### src/rtl/reset_seq_pkg.sv
// Shared types for the reset sequencer.
//   state_t : sequencer states (HOLD, COUNT, RUN)
//   CAUSE_* : encodings reported on the sticky CAUSE output
package reset_seq_pkg;

   typedef enum logic [1:0] {
      HOLD  = 2'd0,
      COUNT = 2'd1,
      RUN   = 2'd2
   } state_t;

   localparam logic [1:0] CAUSE_POR  = 2'b00;
   localparam logic [1:0] CAUSE_BTN  = 2'b01;
   localparam logic [1:0] CAUSE_SOFT = 2'b10;
   localparam logic [1:0] CAUSE_PLL  = 2'b11;

endpackage

### src/rtl/reset_debounce.sv
// Push-button conditioner: 2-FF synchronizer followed by a tick-based
// stability filter. OUT only moves to a new level once the synchronized
// input has been seen at that level on DEBOUNCE_TICKS consecutive ticks.
//   CLK   : system clock
//   RESET : async active-high reset, OUT and synchronizer return to INIT_LEVEL
//   TICK  : one-cycle sample strobe
//   IN    : raw asynchronous input
//   OUT   : debounced level
module reset_debounce
   import reset_seq_pkg::*;
#(
   parameter int   DEBOUNCE_TICKS = 4,
   parameter logic INIT_LEVEL     = 1'b0
) (
   input  logic CLK,
   input  logic RESET,
   input  logic TICK,
   input  logic IN,
   output logic OUT
);

   localparam int CW = $clog2(DEBOUNCE_TICKS + 1);

   logic          sync_meta_q;
   logic          sync_q;
   logic [CW-1:0] stable_cnt_q;

   always_ff @(posedge CLK or posedge RESET) begin
      if (RESET) begin
         sync_meta_q  <= INIT_LEVEL;
         sync_q       <= INIT_LEVEL;
         OUT          <= INIT_LEVEL;
         stable_cnt_q <= '0;
      end else begin
         sync_meta_q <= IN;
         sync_q      <= sync_meta_q;
         if (TICK) begin
            // a tick that sees the current level again restarts the run
            if (sync_q == OUT) begin
               stable_cnt_q <= '0;
            end else if (stable_cnt_q == CW'(DEBOUNCE_TICKS - 1)) begin
               OUT          <= sync_q;
               stable_cnt_q <= '0;
            end else begin
               stable_cnt_q <= stable_cnt_q + 1'b1;
            end
         end
      end
   end

endmodule

### src/rtl/reset_seq.sv
// Multi-channel reset sequencer. Merges power-on, debounced button, PLL
// loss of lock and CPU soft reset into one hold/release sequence and
// releases the active-low channel resets in ascending order.
//   CLK         : system clock
//   RESET       : async active-high global reset
//   SYS_RESET_N : raw push-button, active-low
//   PLL_LOCKED  : PLL lock, asynchronous
//   SOFT_RST    : one-cycle synchronous soft-reset pulse
//   RESET_N     : per-channel reset outputs, active-low, registered
//   DONE        : all channels released
//   CAUSE       : sticky cause of the last re-entry into HOLD
//
// state | meaning
// HOLD  | all channels held, counter and prescaler parked at 0
// COUNT | ticking toward channel release thresholds
// RUN   | all channels released, counter saturated
module reset_seq
   import reset_seq_pkg::*;
#(
   parameter int NUM_CH         = 3,
   parameter int PRESCALE_BITS  = 5,
   parameter int FIRST_TICKS    = 32768,
   parameter int STEP_TICKS     = 32768,
   parameter int DEBOUNCE_TICKS = 4
) (
   input  logic              CLK,
   input  logic              RESET,
   input  logic              SYS_RESET_N,
   input  logic              PLL_LOCKED,
   input  logic              SOFT_RST,
   output logic [NUM_CH-1:0] RESET_N,
   output logic              DONE,
   output logic [1:0]        CAUSE
);

   localparam int               REL_LAST = FIRST_TICKS + (NUM_CH - 1) * STEP_TICKS;
   localparam int               CNT_W    = $clog2(REL_LAST + 1);
   localparam logic [CNT_W-1:0] CNT_LAST = CNT_W'(REL_LAST);

   state_t                   state_q, state_d;
   logic [PRESCALE_BITS-1:0] pre_q, pre_d;
   logic [PRESCALE_BITS-1:0] free_pre_q;
   logic [CNT_W-1:0]         cnt_q, cnt_d;
   logic [NUM_CH-1:0]        rst_n_d;
   logic                     done_d;
   logic [1:0]               cause_d;
   logic                     pll_meta_q, pll_sync_q;
   logic                     tick, free_tick, dbn_tick;
   logic                     btn_level, btn_pressed, cause_any;

   assign tick      = &pre_q;
   assign free_tick = &free_pre_q;
   // the sequencer prescaler is parked in HOLD, so the debouncer needs an
   // ungated tick there to be able to see the button being released
   assign dbn_tick  = (state_q == HOLD) ? free_tick : tick;

   reset_debounce #(
      .DEBOUNCE_TICKS (DEBOUNCE_TICKS),
      .INIT_LEVEL     (1'b0)
   ) u_btn_dbn (
      .CLK   (CLK),
      .RESET (RESET),
      .TICK  (dbn_tick),
      .IN    (SYS_RESET_N),
      .OUT   (btn_level)
   );

   assign btn_pressed = ~btn_level;
   assign cause_any   = btn_pressed | ~pll_sync_q | SOFT_RST;

   always_ff @(posedge CLK or posedge RESET) begin
      if (RESET) begin
         pll_meta_q <= 1'b0;
         pll_sync_q <= 1'b0;
         free_pre_q <= '0;
      end else begin
         pll_meta_q <= PLL_LOCKED;
         pll_sync_q <= pll_meta_q;
         free_pre_q <= free_pre_q + 1'b1;
      end
   end

   always_comb begin
      state_d = state_q;
      pre_d   = pre_q + 1'b1;
      cnt_d   = cnt_q;
      rst_n_d = RESET_N;
      done_d  = DONE;
      cause_d = CAUSE;
      case (state_q)
         HOLD: begin
            pre_d   = '0;
            cnt_d   = '0;
            rst_n_d = '0;
            done_d  = 1'b0;
            if (!cause_any) state_d = COUNT;
         end
         COUNT: begin
            if (tick && (cnt_q != CNT_LAST)) cnt_d = cnt_q + 1'b1;
            for (int i = 0; i < NUM_CH; i++) begin
               rst_n_d[i] = (cnt_q >= CNT_W'(FIRST_TICKS + i * STEP_TICKS));
            end
            if (cnt_q == CNT_LAST) begin
               state_d = RUN;
               done_d  = 1'b1;
            end
         end
         RUN: begin
            rst_n_d = '1;
            done_d  = 1'b1;
         end
         default: state_d = HOLD;
      endcase
      // abort has priority over everything above; a partial release restarts
      if ((state_q != HOLD) && cause_any) begin
         state_d = HOLD;
         pre_d   = '0;
         cnt_d   = '0;
         rst_n_d = '0;
         done_d  = 1'b0;
         if (!pll_sync_q)     cause_d = CAUSE_PLL;
         else if (btn_pressed) cause_d = CAUSE_BTN;
         else                  cause_d = CAUSE_SOFT;
      end
   end

   always_ff @(posedge CLK or posedge RESET) begin
      if (RESET) begin
         state_q <= HOLD;
         pre_q   <= '0;
         cnt_q   <= '0;
         RESET_N <= '0;
         DONE    <= 1'b0;
         CAUSE   <= CAUSE_POR;
      end else begin
         state_q <= state_d;
         pre_q   <= pre_d;
         cnt_q   <= cnt_d;
         RESET_N <= rst_n_d;
         DONE    <= done_d;
         CAUSE   <= cause_d;
      end
   end

endmodule
### config.mk
export PLATFORM = sky130hd
export DESIGN_NAME = reset_seq
export DESIGN_NICKNAME = d
export VERILOG_FILES = /design/src/rtl/reset_seq_pkg.sv /design/src/rtl/reset_debounce.sv /design/src/rtl/reset_seq.sv
export SDC_FILE = /design/constraint.sdc
export NUM_CORES = 1
export LEC_CHECK = 0
export CORE_MARGIN = 2
export CORE_UTILIZATION = 59
export CTS_BUF_LIST = sky130_fd_sc_hd__clkbuf_8
export DETAILED_ROUTE_END_ITERATION = 8
export DONT_BUFFER_PORTS = 1
export PLACE_DENSITY_LB_ADDON = 0.3
export SLEW_MARGIN = 30
export SYNTH_ARGS = -nofsm -noshare
export SYNTH_HDL_FRONTEND = slang
export SYNTH_SLANG_ARGS = --single-unit
### constraint.sdc
create_clock -name CLK -period 2 [get_ports CLK]
set_input_delay 0.4 -clock CLK [delete_from_list [all_inputs] [get_ports CLK]]
set_output_delay 0.4 -clock CLK [all_outputs]
set_load 0.02 [all_outputs]
# Word-level counts from Yosys, hierarchy flattened
# Cells that the tools add are included.
[totals]
output_inout_bits = 6
input_bits = 5
wordCells = 66
register_bits = 43
[op_classes]
n_eq_ne = 10
bitwise = 5
n_mux = 19
reduce_logical = 12
n_addsub = 4
magnitude_cmp = 3
[ops]
columns = ["cell", "count"]
rows = [
  ["greater-or-equal comparator 17 bit, second input constant", 2],
  ["2-to-1 mux 17 bit", 2],
  ["case mux 17 bit (2 select lines)", 1],
  ["adder 17 x 1 -> 17 bit, second input constant", 1],
  ["equality test 17 bit, second input constant", 1],
  ["greater-or-equal comparator 17 x 16 -> 1 bit, second input constant", 1],
  ["!= test 17 bit, second input constant", 1],
  ["adder 5 x 1 -> 5 bit, second input constant", 2],
  ["2-to-1 mux 2 bit", 5],
  ["2-to-1 mux 5 bit", 2],
  ["AND reduction 5 bit", 2],
  ["2-to-1 mux 3 bit", 3],
  ["case mux 3 bit (3 select lines)", 1],
  ["!= test 3 bit, second input constant", 2],
  ["case mux 2 bit (3 select lines)", 1],
  ["AND reduction 3 bit", 2],
  ["AND reduction 2 bit", 2],
  ["nonzero test 4 bit", 1],
  ["adder 3 x 1 -> 3 bit, second input constant", 1],
  ["equality test 3 x 2 -> 1 bit, second input constant", 1],
  ["2-to-1 mux 1 bit", 3],
  ["!= test 3 x 2 -> 1 bit, second input constant", 1],
  ["NOT 1 bit", 3],
  ["case mux 1 bit (3 select lines)", 1],
  ["other kinds (9)", 11],
]

# Longest topological paths before layout
# Gate-level depths: netlist (run 1).
[logic_depth]
ltp_word = 6
depth_mapped = 9
depth_no_buf = 7

# Cells and area by module
# From an unflattened synthesis (run 1), not the netlist that was laid out.
[unflattened]
cells_unflattened = 211
area_unflattened_um2 = 2183.3
[modules_own_cells]
columns = ["mod", "cells_each", "area_per_inst_um2", "instances", "seq_area_each_um2"]
rows = [
  ["reset_seq", 190, 1929.4, 1, 925.9],
  ["reset_debounce", 21, 254.0, 1, 150.1],
]

# Worst setup path after synthesis (run 1)
# OpenSTA, ideal clock, no wires.
[synth_path]
path_type = "reg2reg"
startpoint = "register pre_q[0]"
endpoint = "register cnt_q[9]"
required_ns = 1.921
slack_ns = 0.032
synth_period_minus_slack_ns = 1.968
t_arrival_ns = 1.889
setup_ns = 0.079
path_buffers = 2
stages_incl_launch_ff = 10
cell_sequence = "dfrtp_1 ha_1 and3_1 ha_1 inv_1 a41o_1 buf_2 buf_4 nor4_1 mux2i_1"
[synth_via]
elab_chain_cells = 4
[synth_rtl]
columns = ["element", "line_no", "rtl"]
rows = [
  ["from (decl)", "reset_seq.sv:41", "logic [PRESCALE_BITS-1:0] pre_q, pre_d;"],
  ["from (signal assigned)", "reset_seq.sv:137", "pre_q <= pre_d;"],
  ["AND reduction 5 bit", "reset_seq.sv:51", "assign tick = &pre_q;"],
  ["logical AND 1 bit", "reset_seq.sv:99", "if (tick && (cnt_q != CNT_LAST)) cnt_d = cnt_q + 1'b1;"],
  ["!= test 3 bit (no line)", "--", ""],
  ["AND reduction 2 bit (no line)", "--", ""],
  ["to (signal assigned)", "reset_seq.sv:138", "cnt_q <= cnt_d;"],
  ["to (decl)", "reset_seq.sv:43", "logic [CNT_W-1:0] cnt_q, cnt_d;"],
]
# No other way between the ends.
# A chain may end at the register's enable or synchronous reset.

# Worst setup path in the final report (run 1)
[layout_path]
startpoint = "register pre_q[1]"
endpoint = "register cnt_q[10]"
# Same word-level chain as after synthesis.

==> metrics.txt, run 1 <==
status=finished, violations left; failing checks=negative setup slack; Vias=1908; Root Buffer=clkbuf_8; vias in the first global route=1950; Setup TNS=-4.40 ps; Die Span X=64.5 um; Worst Hold Class=in -> async; worst-path cell chain=ha_2 > and3_4 > ha_4 > inv_4 > a41o_4 > or4_1 > a21oi_1; top_reg_cell synth=dfrtp_1; Rel. slew slack=0.628; CTS tree=done; unrepaired setup endpoints after global routing=true; Mapped Cells=212; drt initial violations=244; number of buffers created by CTS=5; Critical Path AT=2220 ps; WL met3=442 um; largest net degree at the start of global routing=44; post-route insts no fill=286; post-synth cell types=39; Syn Nets=227; #FFs+latches synth=43; CP max stage delay=520 ps; Final nets=254; combinational power share=0.016; DR DRC count=0; FF-to-FF setup slack=-4 ps; Startpoint Class=flip-flop; fin worst setup slack=-4.40 ps; Sw Share=0.227; crit end category=flip-flop; Starting Density=0.632; max frequency=499 MHz; DP HPWL=3510 um; EDFF count, synth=0; Leak=0.00109 uW; M1 wire length=2180 um; Routed Antenna Nets=0; hold_buf cts=0; GP Congestion=0.931; first-pass GRT wire length=8580 um; Switch Pwr=327 uW; Int Pwr=1120 uW; # clock sinks=43; P&R area growth vs syn=21.2%; sequential share of power=0.607; measured slew at the worst slew-check pin=551 ps; I/O Pins=11; CP max stage cell=or4_1; Total GRT Usage=0.270; VDD IR max=0.418 mV; post-synth top area cell=dfrtp_1; Yosys warnings=0; Clock transition at path regs=80 ps; Antenna Cells=0; DR WL met2=2770 um; chip height=64.5 um; Post-Place Cells=274; Layout fillers=216; Max Fanout on Critical Path=4; Syn Std Cell Area=2160 um2; Avg Cell Area, Syn=10.2 um2; post-synthesis sequential area ratio=0.499; initial antenna violation count=0; final total power=1440 uW; Initial DRT Pass Iterations=5; WL per Instance=19.3 um; Clock power frac=0.377; aggregate global routing overflow=0; post-route minimum period=2000 ps; WHS=116 ps; Req. time, crit path=2220 ps; FP Rows=21; Clock Latency Late Sink=300 ps; # Max-Cap Violations=0; share of flip-flops with an asynchronous set or reset=1.00; Core Footprint=3420 um2; clock skew=7.69 ps; layout cells sized above 1=0.238; utilization after layout=0.766; max-slew violations=0; Setup-failing EPs final=1; power per cell area=552 nW/um2; top cells by area, synth=dfrtp_1, ha_1, nand2_1; PortBufs=0; post-route clock period utilization=1.00; DR top layer=met4; Clock H-tree levels=2; Max clock buf depth=2; top cell type's share of synthesized area=0.499; Vias/cell=6.67; DIE AREA=4160 um2; Hold Vio Cnt, Final=0; Detailed Route WL=5510 um; Crit Path Class=reg -> reg
logic make-up after synthesis:
group	count (synthesis)	share of synthesized area
fa+ha+maj	10	0.0580
mux	7	0.0330
compound gates	36	0.111
buf+inv	17	0.0319
flops	43	0.499
xor+xnor	9	0.0365
simple gates	90	0.231
worst paths after layout:
check	startpoint	to	cells past startpoint
max	pre_q[1]	cnt_q[10]	7
min	RESET	u_btn_dbn.sync_meta_q	2
max reg2reg	pre_q[1]	cnt_q[10]	7
min reg2reg	u_btn_dbn.sync_meta_q	u_btn_dbn.sync_q	0
max in group asynchronous	RESET	cnt_q[10]	2
min in group CLK	PLL_LOCKED	pll_meta_q	0
final cells by class:
class                           instances  area [um2]  area share
Tap cell                               46        57.6      0.0220
Clock buffer                            5        68.8      0.0263
Multi-Input combinational cell        154        1170       0.449
Timing Repair Buffer                   24         180      0.0689
Inverter                               11        43.8      0.0167
Sequential cell                        43        1080       0.411
Clock inverter                          3        16.3     0.00622
what timing repair did:
item	4_1_cts	5_1_grt
gates cloned	1	1
setup buffers	0	2
pin swaps	0	6
setup endpoints to repair	11	15
gates resized for setup	5	25
placed cells by master (no fill, tap or decap), types with 2 or more instances in the layout:
master	instances
nor4_1	4
dfrtp_1	43
nand4_1	4
ha_4	2
and3_1	2
o21ai_0	4
or4_4	4
ha_1	7
nand3_1	13
a21oi_2	5
nand2_1	18
xnor2_1	6
nor3_1	4
xor2_1	3
buf_4	24
nor2_1	12
mux2i_1	6
o31ai_1	8
nand2b_1	7
or4_1	4
nor4_2	3
clkbuf_8	5
nor2b_1	3
a21o_1	3
a41oi_1	2
or3_1	2
a41o_4	2
a21oi_1	7
and2_1	2
inv_1	11
per-stage QoR:
| stage | cell area [um2] | worst slack (ps) |
|---|---|---|
| after CTS | 2470 | 1.31 |
| after floorplan | 2160 | 31.9 |
| after global placement | 2350 | 22.4 |
| after global routing | 2620 | -55.9 |
| final | 2620 | -4.40 |
| after detailed placement | 2350 | -103 |
cells in the mapped netlist (6+ instances only):
| cell | count |
|---|---|
| dfrtp_1 | 43 |
| nand2_1 | 18 |
| nand3_1 | 13 |
| a21oi_1 | 12 |
| nor2_1 | 12 |
| inv_1 | 11 |
| ha_1 | 10 |
| o31ai_1 | 8 |
| or4_1 | 8 |
| nand2b_1 | 7 |
| nor4_1 | 7 |
| mux2i_1 | 6 |
| xnor2_1 | 6 |
power groups by stage:
stage	Sequential (uW)	Combinational, uW	Clock, uW
after floorplan	893	16.8	0
after global placement	894	22.5	0
after detailed placement	895	23.7	0
after CTS	877	23.9	538
after global routing	878	26.5	592
final	877	23.0	544
sequential cells by signal, indices dropped and copies added, names as in the netlist, 2 cells and up:
signal / flops
CAUSE: 2
RESET_N: 3
cnt_q: 17
free_pre_q: 5
pre_q: 5
state_q: 2
u_btn_dbn.stable_cnt_q: 3
layer usage:
| layer | vias up | GRT usage |
|---|---|---|
| li1 | 838 | - |
| met1 | 931 | 0.331 |
| met2 | 119 | 0.456 |
| met3 | 20 | 0.0625 |
| met4 | 0 | 0.122 |
| met5 | - | 0 |
worst max-delay path, delay by kind of cell (launching register included):
kind	cells	cell delay (ps)
DFF	1	370
and+or+nand+nor	2	720
adders and majority gates	2	340
AOI/OAI and AO/OA	2	440
buffers and inverters	1	50
Power figures use the tool's default switching activity.
==> inputs of run 2 (changes only) <==
--- a/config.mk
+++ b/config.mk
@@ -6,7 +6,7 @@
 export NUM_CORES = 1
 export LEC_CHECK = 0
 export CORE_MARGIN = 2
-export CORE_UTILIZATION = 59
+export CORE_UTILIZATION = 42
 export CTS_BUF_LIST = sky130_fd_sc_hd__clkbuf_8
 export DETAILED_ROUTE_END_ITERATION = 8
 export DONT_BUFFER_PORTS = 1
==> run 2 against run 1 <==
The flow still finishes with violations (negative setup slack). Flip-flop and latch count stayed put. Non-clock buffer count is 4 higher. Wire length is 22% lower. Register-to-register slack hardly changed. Count of clock-buffer cells in the layout stayed put. Hold slack worse by 110 ps. Design area is 0.67% lower. Sequential share of layout area is 0.28 points higher. Die area is 38% higher. Clock skew is 2.7 ps lower. Largest power group unchanged. Highest routed layer unchanged.
==> metrics.txt, run 2 (same netlist as run 1, synthesis figures left out) <==
CTS tree=done; FP Rows=26 (+24%); I/O Pins=11 (unchanged); Root Buffer=clkbuf_8; Max clock buf depth=2 (unchanged); Core Footprint=5040 um2 (+48%); Layout fillers=451 (+110%); Die Span X=75.7 um (+17%); max FFs per register=17 (unchanged); most frequent cells in the layout=dfrtp_1, buf_4, nand2_1; Detailed Route WL=4280 um (-22%); status=finished, violations left; max frequency=496 MHz (-0.56%); chip height=75.7 um (+17%); Clock transition at path regs=80 ps (about the same); # clock sinks=43 (unchanged); Req. time, crit path=2210 ps (about the same); number of buffers created by CTS=5 (unchanged); Crit Path Class=reg -> reg; Routed Antenna Nets=0 (unchanged); Rel. slew slack=0.497 (-0.131); largest registers=cnt_q (17), free_pre_q (5), pre_q (5); Vias=1719 (-9.9%); crit end category=flip-flop; commonest non-fill, non-tap cell in the layout=dfrtp_1; Critical Path AT=2230 ps (about the same); DR DRC count=0 (unchanged); RR Startpoint=pre_q[0]; DP HPWL=3070 um (-13%); fin worst setup slack=-15.7 ps (-11.3 ps); # Max-Cap Violations=0 (unchanged); final total power=1440 uW (-0.43%); Starting Density=0.428 (-0.204); postcts setup bufs=0 (unchanged); largest net degree at the start of global routing=44 (unchanged); Final Cell Area=2600 um2 (-0.67%); WL per Instance=13.7 um (-29%); Critical Path Start=pre_q[0]; vias in the first global route=1674 (-14%); Clock Latency Late Sink=300 ps (about the same); PortBufs=0 (unchanged); Final nets=256 (+0.79%); Initial DRT Pass Iterations=4 (-1); largest reg by FF count=cnt_q; failing checks=negative setup slack; initial antenna violation count=0 (unchanged); Hold Vio Cnt, Final=0 (unchanged); GP Congestion=0.752 (-19%); P&R area growth vs syn=20.4%; Leak=0.00110 uW (+1.3%); max-slew violations=0 (unchanged); Multi-input gate area=1070 um2 (-8.5%); Antenna Cells=0 (unchanged); register area=1080 um2 (unchanged); Total GRT Usage=0.172 (-0.0984); first-pass GRT wire length=7380 um (-14%); measured slew at the worst slew-check pin=754 ps (+204 ps); Setup-failing EPs final=2 (+1); VDD IR max=0.247 mV (-41%); Startpoint Class=flip-flop; Max Fanout on Critical Path=19 (+15); layout cells sized above 1=0.211 (-0.0268); unrepaired setup endpoints after global routing=true; power per cell area=553 nW/um2 (+0.24%); dpl cell area=2460 um2 (+4.4%); aggregate global routing overflow=0 (unchanged); Clock H-tree levels=2 (unchanged); post-route clock period utilization=1.01 (+0.00565); post-route minimum period=2020 ps (+11.3 ps); drt initial violations=105 (-57%); Worst Hold Class=in -> async; clock skew=4.94 ps (-2.75 ps); DIE AREA=5730 um2 (+38%); Vias/cell=5.51 (-17%)
-- run 2: final timing paths --
path	to	slack (ps)	cells past startpoint
min in group CLK	pll_meta_q	130	0
hold reg to reg	u_btn_dbn.sync_q	350	0
setup reg to reg	cnt_q[9]	-20	8
max in group asynchronous	cnt_q[12]	1770	2
setup / recovery	cnt_q[9]	-20	8
hold / removal	free_pre_q[3]	10	2
-- run 2: cell type report --
type                    instances  share of cell area
well taps                      70              0.0337
flip-flops and latches         43               0.414
repair buffers                 28              0.0905
clock inverters                 3             0.00626
inverters                      11              0.0159
clock buffers                   5              0.0265
multi-input cells             152               0.413
-- run 2: through the flow --
stage	utilization	worst slack (ps)	setup TNS, ps	cells	hold slack [ps]
after floorplan	-	31.9	0	212	331
after global placement	0.487	15.5	0	304	336
after detailed placement	0.487	-15.9	-32.1	304	340
after CTS	0.508	-14.3	-41.1	312	11.6
after global routing	0.515	-76.4	-604	312	28.7
final	0.515	-15.7	-18.0	312	9.93
-- run 2: routing by layer --
metal	routed length [um]	GRT usage	up-vias	part of all wire
li1	-	-	831	-
met1	2010	0.225	833	0.47
met2	2000	0.276	45	0.47
met3	177	0.0397	10	0.041
met4	94	0.0702	0	0.022
met5	0	0	-	0
-- run 2: worst max-delay path, stage by stage (launching register included) --
cell and delay, ps:
dfrtp_1 350, ha_1 160, and3_1 170, ha_2 170, inv_1 40, a41o_1 230, buf_12 160, nor4_1 380
mux2i_1 270
-- run 2: power breakdown --
part	total, uW	switching, uW	internal, uW
Combinational	25.9	18.7	7.26
Clock	536	297	239
Sequential	877	3.30	874
Total	1440	319	1120
-- run 2: timing repair --
action / 4_1_cts / 5_1_grt
pin swaps: 7 / 0
hold buffers: 0 / 0
setup endpoints to repair: 7 / 12
gates resized for setup: 5 / 9
